==> config.mk <==
export PLATFORM = sky130hd
export DESIGN_NAME = adder_n_core_flat
export DESIGN_NICKNAME = d
export VERILOG_FILES = /design/src/rtl/adder_n_core_if.sv /design/src/rtl/adder_n_core.sv /design/src/flat_wrapper.sv
export SDC_FILE = /design/constraint.sdc
export NUM_CORES = 1
export LEC_CHECK = 0
export BUFFER_PORTS_ARGS = -buffer_cell sky130_fd_sc_hd__buf_2
export CAP_MARGIN = 20
export CORE_MARGIN = 1.5
export CORE_UTILIZATION = 41
export DETAILED_ROUTE_END_ITERATION = 10
export GPL_ROUTABILITY_DRIVEN = 1
export GPL_TIMING_DRIVEN = 1
export PLACE_DENSITY = 0.79
export SLEW_MARGIN = 20
export SYNTH_ARGS = -nofsm -noshare
export SYNTH_HDL_FRONTEND = slang
export SYNTH_SLANG_ARGS = --single-unit
==> constraint.sdc <==
create_clock -name clk -period 4 [get_ports clk]
set_clock_uncertainty 0.15 [all_clocks]
set_input_delay 0.2 -clock clk [delete_from_list [all_inputs] [get_ports clk]]
set_output_delay 0.2 -clock clk [all_outputs]
set_load 0.005 [all_outputs]
==> src/rtl/adder_n_core_if.sv <==
// adder_n_core_if -- bus bundle for adder_n_core.
//
// Groups the operand/result signals of the N-bit adder so that a producer
// (master) and the adder (slave) share one connection.
//   a, b       : N-bit operands (unsigned or two's complement)
//   c_in       : carry into bit 0
//   in_valid   : qualifies a/b/c_in for the registered path
//   sum, c_out : combinational result
//   sum_q, c_out_q, out_valid : registered result and its valid flag
//   overflow, overflow_q      : signed-overflow flags, only when
//                               ADDER_N_OVERFLOW_EN is defined
interface adder_n_core_if #(
  parameter int unsigned N = 8
);
  logic [N-1:0] a;
  logic [N-1:0] b;
  logic         c_in;
  logic         in_valid;
  logic [N-1:0] sum;
  logic         c_out;
  logic [N-1:0] sum_q;
  logic         c_out_q;
  logic         out_valid;
`ifdef ADDER_N_OVERFLOW_EN
  logic         overflow;
  logic         overflow_q;

  modport master (
    output a, b, c_in, in_valid,
    input  sum, c_out, sum_q, c_out_q, out_valid, overflow, overflow_q
  );

  modport slave (
    input  a, b, c_in, in_valid,
    output sum, c_out, sum_q, c_out_q, out_valid, overflow, overflow_q
  );
`else
  modport master (
    output a, b, c_in, in_valid,
    input  sum, c_out, sum_q, c_out_q, out_valid
  );

  modport slave (
    input  a, b, c_in, in_valid,
    output sum, c_out, sum_q, c_out_q, out_valid
  );
`endif
endinterface

==> src/rtl/adder_n_core.sv <==
// adder_n_core -- N-bit ripple-carry adder with carry-in/carry-out.
//
// Produces an unregistered result {c_out, sum} = a + b + c_in for in-cycle
// use, plus a one-cycle registered copy (sum_q, c_out_q) qualified by
// out_valid for pipelined consumers. The carry chain is built from one
// full-adder cell per bit.
//
// Ports:
//   clk   : rising-edge clock for the registered path
//   rst_n : asynchronous active-low reset (clears registered path only)
//   bus   : adder_n_core_if.slave (a, b, c_in, in_valid in;
//           sum, c_out, sum_q, c_out_q, out_valid out)
//
// Optional feature: define ADDER_N_OVERFLOW_EN to add the signed-overflow
// outputs overflow (combinational) and overflow_q (registered alongside
// sum_q). Parameter N: operand width, legal range 1..64.

// Single-bit full adder cell of the carry chain.
module adder_n_core_fa (
  input  logic a,
  input  logic b,
  input  logic c_in,
  output logic s,
  output logic c_out
);
  logic p;

  assign p     = a ^ b;
  assign s     = p ^ c_in;
  assign c_out = (a & b) | (c_in & p);
endmodule

module adder_n_core #(
  parameter int unsigned N = 8
) (
  input  logic           clk,
  input  logic           rst_n,
  adder_n_core_if.slave  bus
);

  // carry[i] is the carry into bit i; carry[N] is the carry out.
  logic [N:0]   carry;
  logic [N-1:0] sum_w;

  logic [N-1:0] sum_r;
  logic         c_out_r;
  logic         valid_r;

  assign carry[0] = bus.c_in;

  for (genvar i = 0; i < N; i++) begin : g_bit
    adder_n_core_fa u_fa (
      .a     (bus.a[i]),
      .b     (bus.b[i]),
      .c_in  (carry[i]),
      .s     (sum_w[i]),
      .c_out (carry[i+1])
    );
  end

  assign bus.sum   = sum_w;
  assign bus.c_out = carry[N];

  // Result registers hold when in_valid is low; only the valid flag drops.
  always_ff @(posedge clk or negedge rst_n) begin
    if (!rst_n) begin
      sum_r   <= '0;
      c_out_r <= 1'b0;
      valid_r <= 1'b0;
    end else begin
      valid_r <= bus.in_valid;
      if (bus.in_valid) begin
        sum_r   <= sum_w;
        c_out_r <= carry[N];
      end
    end
  end

  assign bus.sum_q     = sum_r;
  assign bus.c_out_q   = c_out_r;
  assign bus.out_valid = valid_r;

`ifdef ADDER_N_OVERFLOW_EN
  logic ovf_w;
  logic ovf_r;

  // Signed overflow: carry into the MSB differs from carry out of it.
  assign ovf_w = carry[N] ^ carry[N-1];

  always_ff @(posedge clk or negedge rst_n) begin
    if (!rst_n) begin
      ovf_r <= 1'b0;
    end else if (bus.in_valid) begin
      ovf_r <= ovf_w;
    end
  end

  assign bus.overflow   = ovf_w;
  assign bus.overflow_q = ovf_r;
`endif

endmodule

==> src/flat_wrapper.sv <==
// flat-port wrapper written by rule: the top's interface ports become plain ports
module adder_n_core_flat 
#(
  parameter int unsigned N = 8
)
  (clk, rst_n, bus_a, bus_b, bus_c_in, bus_in_valid, bus_sum, bus_c_out, bus_sum_q, bus_c_out_q, bus_out_valid);
  adder_n_core_if #(.N(N)) bus_i ();
  input  logic clk;
  input  logic rst_n;
  input wire logic [$bits(bus_i.a)-1:0] bus_a;
  input wire logic [$bits(bus_i.b)-1:0] bus_b;
  input wire logic [$bits(bus_i.c_in)-1:0] bus_c_in;
  input wire logic [$bits(bus_i.in_valid)-1:0] bus_in_valid;
  output wire logic [$bits(bus_i.sum)-1:0] bus_sum;
  output wire logic [$bits(bus_i.c_out)-1:0] bus_c_out;
  output wire logic [$bits(bus_i.sum_q)-1:0] bus_sum_q;
  output wire logic [$bits(bus_i.c_out_q)-1:0] bus_c_out_q;
  output wire logic [$bits(bus_i.out_valid)-1:0] bus_out_valid;
  assign bus_i.a = bus_a;
  assign bus_i.b = bus_b;
  assign bus_i.c_in = bus_c_in;
  assign bus_i.in_valid = bus_in_valid;
  assign bus_sum = bus_i.sum;
  assign bus_c_out = bus_i.c_out;
  assign bus_sum_q = bus_i.sum_q;
  assign bus_c_out_q = bus_i.c_out_q;
  assign bus_out_valid = bus_i.out_valid;
  adder_n_core #(.N(N)) u_core (.clk(clk), .rst_n(rst_n), .bus(bus_i));
endmodule
* After elaboration in Yosys (flattened, before gate mapping)
Index checks and enable logic that the tools add are counted.
Cells by class: bitwise gates (word level) 40
Operator list (number):
- bitwise AND 1 bit | 16
- XOR 1 bit | 16
- bitwise OR 1 bit | 8
Storage, ports and cells: register bits after elaboration 10, input port bits 20, output and inout port bits 19, logic and storage cells 43

* Longest topological paths before layout
Gate-level depths: netlist (run 1).
depth in word-level cells 17, depth in mapped cells 13

* Cells and area by module
A second synthesis (run 1) with hierarchy kept.
Second synthesis, totals: cells, all modules 28, area total of the unflattened synthesis 556.8 um2
By module, submodules not included:
- adder_n_core | cells an instance 20, area each 396.6 um2, seq. area each 250.2 um2, instances 1
- adder_n_core_fa | cells an instance 1, area each 20.0 um2, seq. area each 0.0 um2, instances 8

* Least setup slack after synthesis (run 1)
No wires, ideal clock.
path type input -> output, start input bus_c_in, end output bus_sum[7], setup slack 315 ps, buffers on the path 1, stages on the path 13, arrival time 3335 ps, data required time 3650 ps, cells stage by stage inv_1 fa_1 inv_1 fa_1 fa_1 fa_1 fa_1 fa_1 fa_1 inv_1 fa_1 inv_1 buf_4
On the way: longest elaborated chain between the ends 15
RTL lines:
- start: declaration | line flat_wrapper.sv:12 | input wire logic [$bits(bus_i.c_in)-1:0] bus_c_in;
- bitwise AND 1 bit | line adder_n_core.sv:30 | assign c_out = (a & b) | (c_in & p);
- bitwise OR 1 bit | line adder_n_core.sv:30
- bitwise AND 1 bit | line adder_n_core.sv:30
- bitwise OR 1 bit | line adder_n_core.sv:30
- bitwise AND 1 bit | line adder_n_core.sv:30
- bitwise OR 1 bit | line adder_n_core.sv:30
- bitwise AND 1 bit | line adder_n_core.sv:30
- bitwise OR 1 bit | line adder_n_core.sv:30
- bitwise AND 1 bit | line adder_n_core.sv:30
- bitwise OR 1 bit | line adder_n_core.sv:30
- bitwise AND 1 bit | line adder_n_core.sv:30
- bitwise OR 1 bit | line adder_n_core.sv:30
- bitwise AND 1 bit | line adder_n_core.sv:30
- bitwise OR 1 bit | line adder_n_core.sv:30
- XOR 1 bit | line adder_n_core.sv:29 | assign s = p ^ c_in;
- end: declaration | line flat_wrapper.sv:14 | output wire logic [$bits(bus_i.sum)-1:0] bus_sum;
Every way passes these cells.

* Final worst setup path (run 1)
Ends and elaborated chain as after synthesis.

==> summary.txt, run 1 <==
status: finished, final reports clean
initial antenna violation count: 0
n_diodes: 0
Worst-Skew Late Latency: 0.26 ns
Final HPWL DP: 876 um
Critical Path AT: 3.49 ns
Syn Std Cell Area: 628 um2
Internal: 238 uW
Tmin final: 3.84 ns
placer congestion estimate: 0.638
sequential element share of the synthesized area: 39.8%
CTS max path bufs: 2
Crit Path Max Fanout: 2
VDD IR max: 0.158 mV
Total Power: 326 uW
post-synth net total: 77
via density per instance: 4.49
Sw Share: 26.9%
Power per Cell Area: 399 nW/um2
Initial Utilization: 46.0%
Seq cells post-synth: 10
synth warn: 0
final slew viol count: 0
Final setup viols: 0
commonest non-fill, non-tap cell in the layout: buf_2
Distinct cells, synth: 9
nets: 112
worst flop-to-flop path startpoint: u_core.bus.sum_q[3]$_DFFE_PN0P_
GRT overflow: 0
CP endpoint kind: primary output
DIE HEIGHT: 42.1 um
commonest non-fill, non-tap cells in the layout: buf_2 (38), inv_1 (10), dfrtp_1 (10)
Area growth syn-to-layout: 30.1%
Crit Path Class: in2out
setup bufs post-CTS: 0
Final ANT Viol Nets: 0
number of global-route vias before repair: 466
core area: 1370 um2
total global routing track utilization: 13.6%
Hold Fails Final Rpt: 0
part of the power in registers: 40.2%
power share of the clock group: 27.3%
Cells after Synth: 49
share of post-route cells with drive strength above 1: 60.2%
Worst Setup Start Kind: input pin
CTS sink cnt: 10
CP startpoint: bus_c_in
fin worst setup slack: 0.165 ns
max frequency: 261 MHz
Worst Hold Launch: bus_in_valid
Hold Crit Class: in2reg
port bufs: 38
Iter 0 DRT Violations: 1
Horiz. Die Dim: 42.1 um
Worst Tran Pin Value: 0.283 ns
worst hold margin: 0.0647 ns
sw power: 87.5 uW
largest net degree at the start of global routing: 14
site row count: 13
Syn Area/Cell: 12.8 um2
die area: 1780 um2
Worst-path clk slew: 0.06 ns
Post-Route WL: 1.05 mm
vias after detailed routing: 440
WL/cell: 10.8 um
P_leak: 0.450 nW
RSZ-0062 raised after global routing: no
Clock Tree Root: clkbuf_4
slew margin rel.: 81.1%
CP required: 3.65 ns
Setup TNS Final: 0 ns
period utilization: 95.9%
H-Tree Depth: 1
Comb pwr share: 32.5%
CTS tree: built
number of CTS-inserted buffers: 3
drt pass-1 iters: 2
max cap viols: 0
num ports: 39
first-pass GRT wire length: 1.78 mm
DP Worst Slack: 0.0546 ns
# fillers: 127
DRC violation count after routing: 0
## metal layers
| layer | GRT usage (%) | part of all wire [%] | wire (um) |
|---|---|---|---|
| met5 | 0 | 0 | 0 |
| met2 | 23.4 | 48 | 504 |
| met3 | 3.02 | 11 | 111 |
| met1 | 15.5 | 42 | 439 |
| met4 | 7.50 | 0 | 0 |
## logic make-up (layout without fill, tap and decap cells)
| logic type | count (synthesis) | in the layout | synth area share (%) |
|---|---|---|---|
| AO/OA/AOI/OAI | 3 | 3 | 2.39 |
| adder cells (fa/ha/maj) | 8 | 8 | 25.5 |
| buffers and inverters | 19 | 53 | 17.3 |
| flip-flops | 10 | 10 | 39.8 |
| multiplexers | 6 | 6 | 13.1 |
| AND/OR/NAND/NOR | 3 | 3 | 1.79 |
## Yosys cell counts
master   number  area share (%)
dfrtp_1      10              40
inv_1        10             6.0
buf_4         8             9.6
fa_1          8              25
mux2_4        4             9.6
a21oi_1       3             2.4
nor2_1        3             1.8
mux2_2        2             3.6
buf_6         1             1.8
## sequential cells by signal, indices dropped and copies added (netlist names)
| name | cells |
|---|---|
| u_core.bus.sum_q | 8 |
| u_core.bus.out_valid | 1 |
| u_core.bus.c_out_q | 1 |
## critical path, cell delays in order
cell	delay [ns]
buf_2	0.10
inv_1	0.07
fa_1	0.16
inv_1	0.04
fa_1	0.38
fa_2	0.35
fa_1	0.39
fa_2	0.36
fa_1	0.39
fa_1	0.39
inv_1	0.09
fa_1	0.42
inv_1	0.06
buf_2	0.10
## area by class of cell
cell class | instances | area (um2) | area share, %
multi-input combinational | 20 | 274 | 33.5
clock buffer | 4 | 36.3 | 4.44
tap | 15 | 18.8 | 2.30
timing repair buffer | 39 | 200 | 24.5
inverter | 10 | 37.5 | 4.59
sequential | 10 | 250 | 30.6
## metrics by stage
step	cell area [um2]	util, %	instances
3_3_place_gp	766	56.0	93
2_1_floorplan	628	-	49
3_5_place_dp	766	56.0	93
6_report	817	59.8	98
5_1_grt	817	59.8	98
4_1_cts	812	59.4	98
## power groups by stage
| stage | Clock, mW | Sequential [mW] | Combinational (mW) |
|---|---|---|---|
| 6_report | 0.0889 | 0.131 | 0.106 |
| 5_1_grt | 0.0960 | 0.133 | 0.120 |
| 3_5_place_dp | 0 | 0.132 | 0.107 |
| 3_3_place_gp | 0 | 0.132 | 0.104 |
| 2_1_floorplan | 0 | 0.134 | 0.0710 |
| 4_1_cts | 0.0933 | 0.131 | 0.108 |
## timing repair
action,in CTS,in global routing
hold endpoints to repair,10,0
resized for setup,0,2
setup endpoints to repair,0,1
hold buffers,1,0
## worst paths after layout
kind,depth (start not counted),end,slack (ns)
worst max-delay path,14,bus_sum[7],0.16
worst min-delay path,1,u_core.bus.out_valid$_DFF_PN0_,0.06
worst max register to register,1,u_core.bus.sum_q[3]$_DFFE_PN0P_,3.08
worst min register to register,1,u_core.bus.sum_q[1]$_DFFE_PN0P_,0.35
max in group asynchronous,2,u_core.bus.sum_q[1]$_DFFE_PN0P_,3.34
min in group asynchronous,2,u_core.bus.out_valid$_DFF_PN0_,0.18
Power figures use the tool's default switching activity.
==> inputs of run 2 (changes only) <==
==> constraint.sdc (replaced) <==
create_clock -name clk -period 4 [get_ports clk]
set_clock_uncertainty 0.15 [all_clocks]
set_input_delay 0.2 -clock clk [delete_from_list [all_inputs] [get_ports clk]]
set_output_delay 0.2 -clock clk [all_outputs]
set_load 0.05 [all_outputs]
==> run 2 against run 1 <==
Sequential share of layout area is 0.32 points lower. Wire length is 2.8% lower. Global-route usage barely moved.
==> summary.txt, run 2 (synthesis gave the netlist of run 1 again) <==
Worst-path clk slew: 0.06 ns (about the same)
Hold Fails Final Rpt: 0 (unchanged)
first-pass GRT wire length: 1.77 mm (was 1.78 mm)
via density per instance: 4.51 (was 4.49)
# fillers: 126 (was 127)
Horiz. Die Dim: 42.1 um (unchanged)
WL/cell: 10.5 um (was 10.8 um)
commonest non-fill, non-tap cells in the layout: buf_2 (37), inv_1 (10), dfrtp_1 (10) (was buf_2 (38), inv_1 (10), dfrtp_1 (10))
final instance area: 826 um2 (was 817 um2)
share of post-route cells with drive strength above 1: 61.4% (was 60.2%)
flop2flop setup slack: 3.09 ns (was 3.08 ns)
Worst Setup Start Kind: input pin (unchanged)
DRC violation count after routing: 0 (unchanged)
Final ANT Viol Nets: 0 (unchanged)
number of global-route vias before repair: 438 (was 466)
P_leak: 0.451 nW (was 0.450 nW)
DIE HEIGHT: 42.1 um (unchanged)
commonest non-fill, non-tap cell in the layout: buf_2 (unchanged)
vias after detailed routing: 442 (was 440)
CTS max path bufs: 2 (unchanged)
Post-Route WL: 1.03 mm (was 1.05 mm)
Crit Path Max Fanout: 2 (unchanged)
VDD IR max: 0.282 mV (was 0.158 mV)
period utilization: 96.6% (was 95.9%)
drt pass-1 iters: 1 (was 2)
H-Tree Depth: 1 (unchanged)
largest net degree at the start of global routing: 14 (unchanged)
num ports: 39 (unchanged)
Initial Utilization: 46.0% (unchanged)
total global routing track utilization: 13.6% (about the same)
Crit Path Class: in2out (unchanged)
Critical Path AT: 3.51 ns (was 3.49 ns)
status: finished, final reports clean (unchanged)
Hold Crit Class: in2reg (unchanged)
CP endpoint kind: primary output (unchanged)
number of CTS-inserted buffers: 3 (unchanged)
Iter 0 DRT Violations: 0 (was 1)
port bufs: 38 (unchanged)
final slew viol count: 0 (unchanged)
initial antenna violation count: 0 (unchanged)
nets: 112 (unchanged)
RSZ-0062 raised after global routing: no (unchanged)
Area growth syn-to-layout: 31.5% (was 30.1%)
slew margin rel.: 80.7% (was 81.1%)
CTS tree: built (unchanged)
core area: 1370 um2 (unchanged)
max cap viols: 0 (unchanged)
Tmin final: 3.86 ns (was 3.84 ns)
die area: 1780 um2 (unchanged)
Clock Tree Root: clkbuf_4 (unchanged)
Total Power: 458 uW (was 326 uW)
CTS sink cnt: 10 (unchanged)
Worst-Skew Late Latency: 0.26 ns (about the same)
Placed Area: 766 um2 (unchanged)
placer congestion estimate: 0.636 (was 0.638)
max frequency: 259 MHz (was 261 MHz)
max FFs per register: 8 (unchanged)
Final setup viols: 0 (unchanged)
Power per Cell Area: 555 nW/um2 (was 399 nW/um2)
GRT overflow: 0 (unchanged)
CP required: 3.65 ns (about the same)
Worst Tran Pin Value: 0.289 ns (was 0.283 ns)
site row count: 13 (unchanged)
setup bufs post-CTS: 0 (unchanged)
Final HPWL DP: 851 um (was 876 um)
n_diodes: 0 (unchanged)
run 2: per-stage QoR:
step,TNS [ns],hold WS (ns),setup slack (ns),util [%],instances
final,0,0.0691,0.135,60.4,98
after global routing,0,0.0758,0.00387,60.4,98
after CTS,0,0.0679,0.0349,60.1,98
after detailed placement,-0.0851,-0.0824,-0.0851,56.0,93
after global placement,-0.0674,-0.0864,-0.0674,56.0,93
after floorplan,0,-0.246,0.226,-,49
run 2: worst max-delay path, cell delays in order:
cell	delay (ns)
buf_2	0.10
inv_1	0.07
fa_1	0.16
inv_1	0.04
fa_1	0.37
fa_1	0.39
fa_2	0.35
fa_2	0.36
fa_2	0.35
fa_1	0.38
inv_1	0.08
fa_1	0.43
inv_1	0.09
buf_6	0.15
run 2: cell type report:
| cell class | instances | area [um2] | share of cell area (%) |
|---|---|---|---|
| timing repair buffer | 39 | 206 | 25.0 |
| inverter | 10 | 37.5 | 4.55 |
| sequential | 10 | 250 | 30.3 |
| clock buffer | 4 | 36.3 | 4.39 |
| multi-input combinational | 20 | 277 | 33.5 |
| tap | 15 | 18.8 | 2.27 |
run 2: worst paths after layout:
| check | depth (start not counted) | endpoint | startpoint |
|---|---|---|---|
| setup / recovery | 14 | bus_sum[7] | bus_c_in |
| hold / removal | 1 | u_core.bus.out_valid$_DFF_PN0_ | bus_in_valid |
| setup reg to reg | 1 | u_core.bus.sum_q[3]$_DFFE_PN0P_ | u_core.bus.sum_q[3]$_DFFE_PN0P_ |
| hold reg to reg | 1 | u_core.bus.sum_q[1]$_DFFE_PN0P_ | u_core.bus.sum_q[1]$_DFFE_PN0P_ |
| max in group asynchronous | 2 | u_core.bus.sum_q[1]$_DFFE_PN0P_ | rst_n |
| min in group asynchronous | 2 | u_core.bus.sum_q[0]$_DFFE_PN0P_ | rst_n |
run 2: power by group:
part | leakage (nW) | total (mW) | switching [mW] | internal, mW
Combinational | 0.315 | 0.239 | 0.173 | 0.0664
Sequential | 0.115 | 0.130 | 0.00933 | 0.121
Clock | 0.0210 | 0.0883 | 0.0331 | 0.0552
Total | 0.451 | 0.458 | 0.215 | 0.243
run 2: what timing repair did:
action                                  in CTS  in global routing
endpoints found under the hold margin       10                  0
pin swaps                                    0                  0
gates cloned                                 0                  0
gates resized for setup                      3                  2
hold buffers                                 1                  0
endpoints found under the setup margin       1                  1
run 2: metal layers:
metal  global-route usage (%)  vias to the layer above  wire, um
li1                         -                      209         -
met1                     15.2                      197       382
met2                     23.8                       32       492
met3                     4.31                        4       132
met4                     5.63                        0        18
met5                        0                        -         0
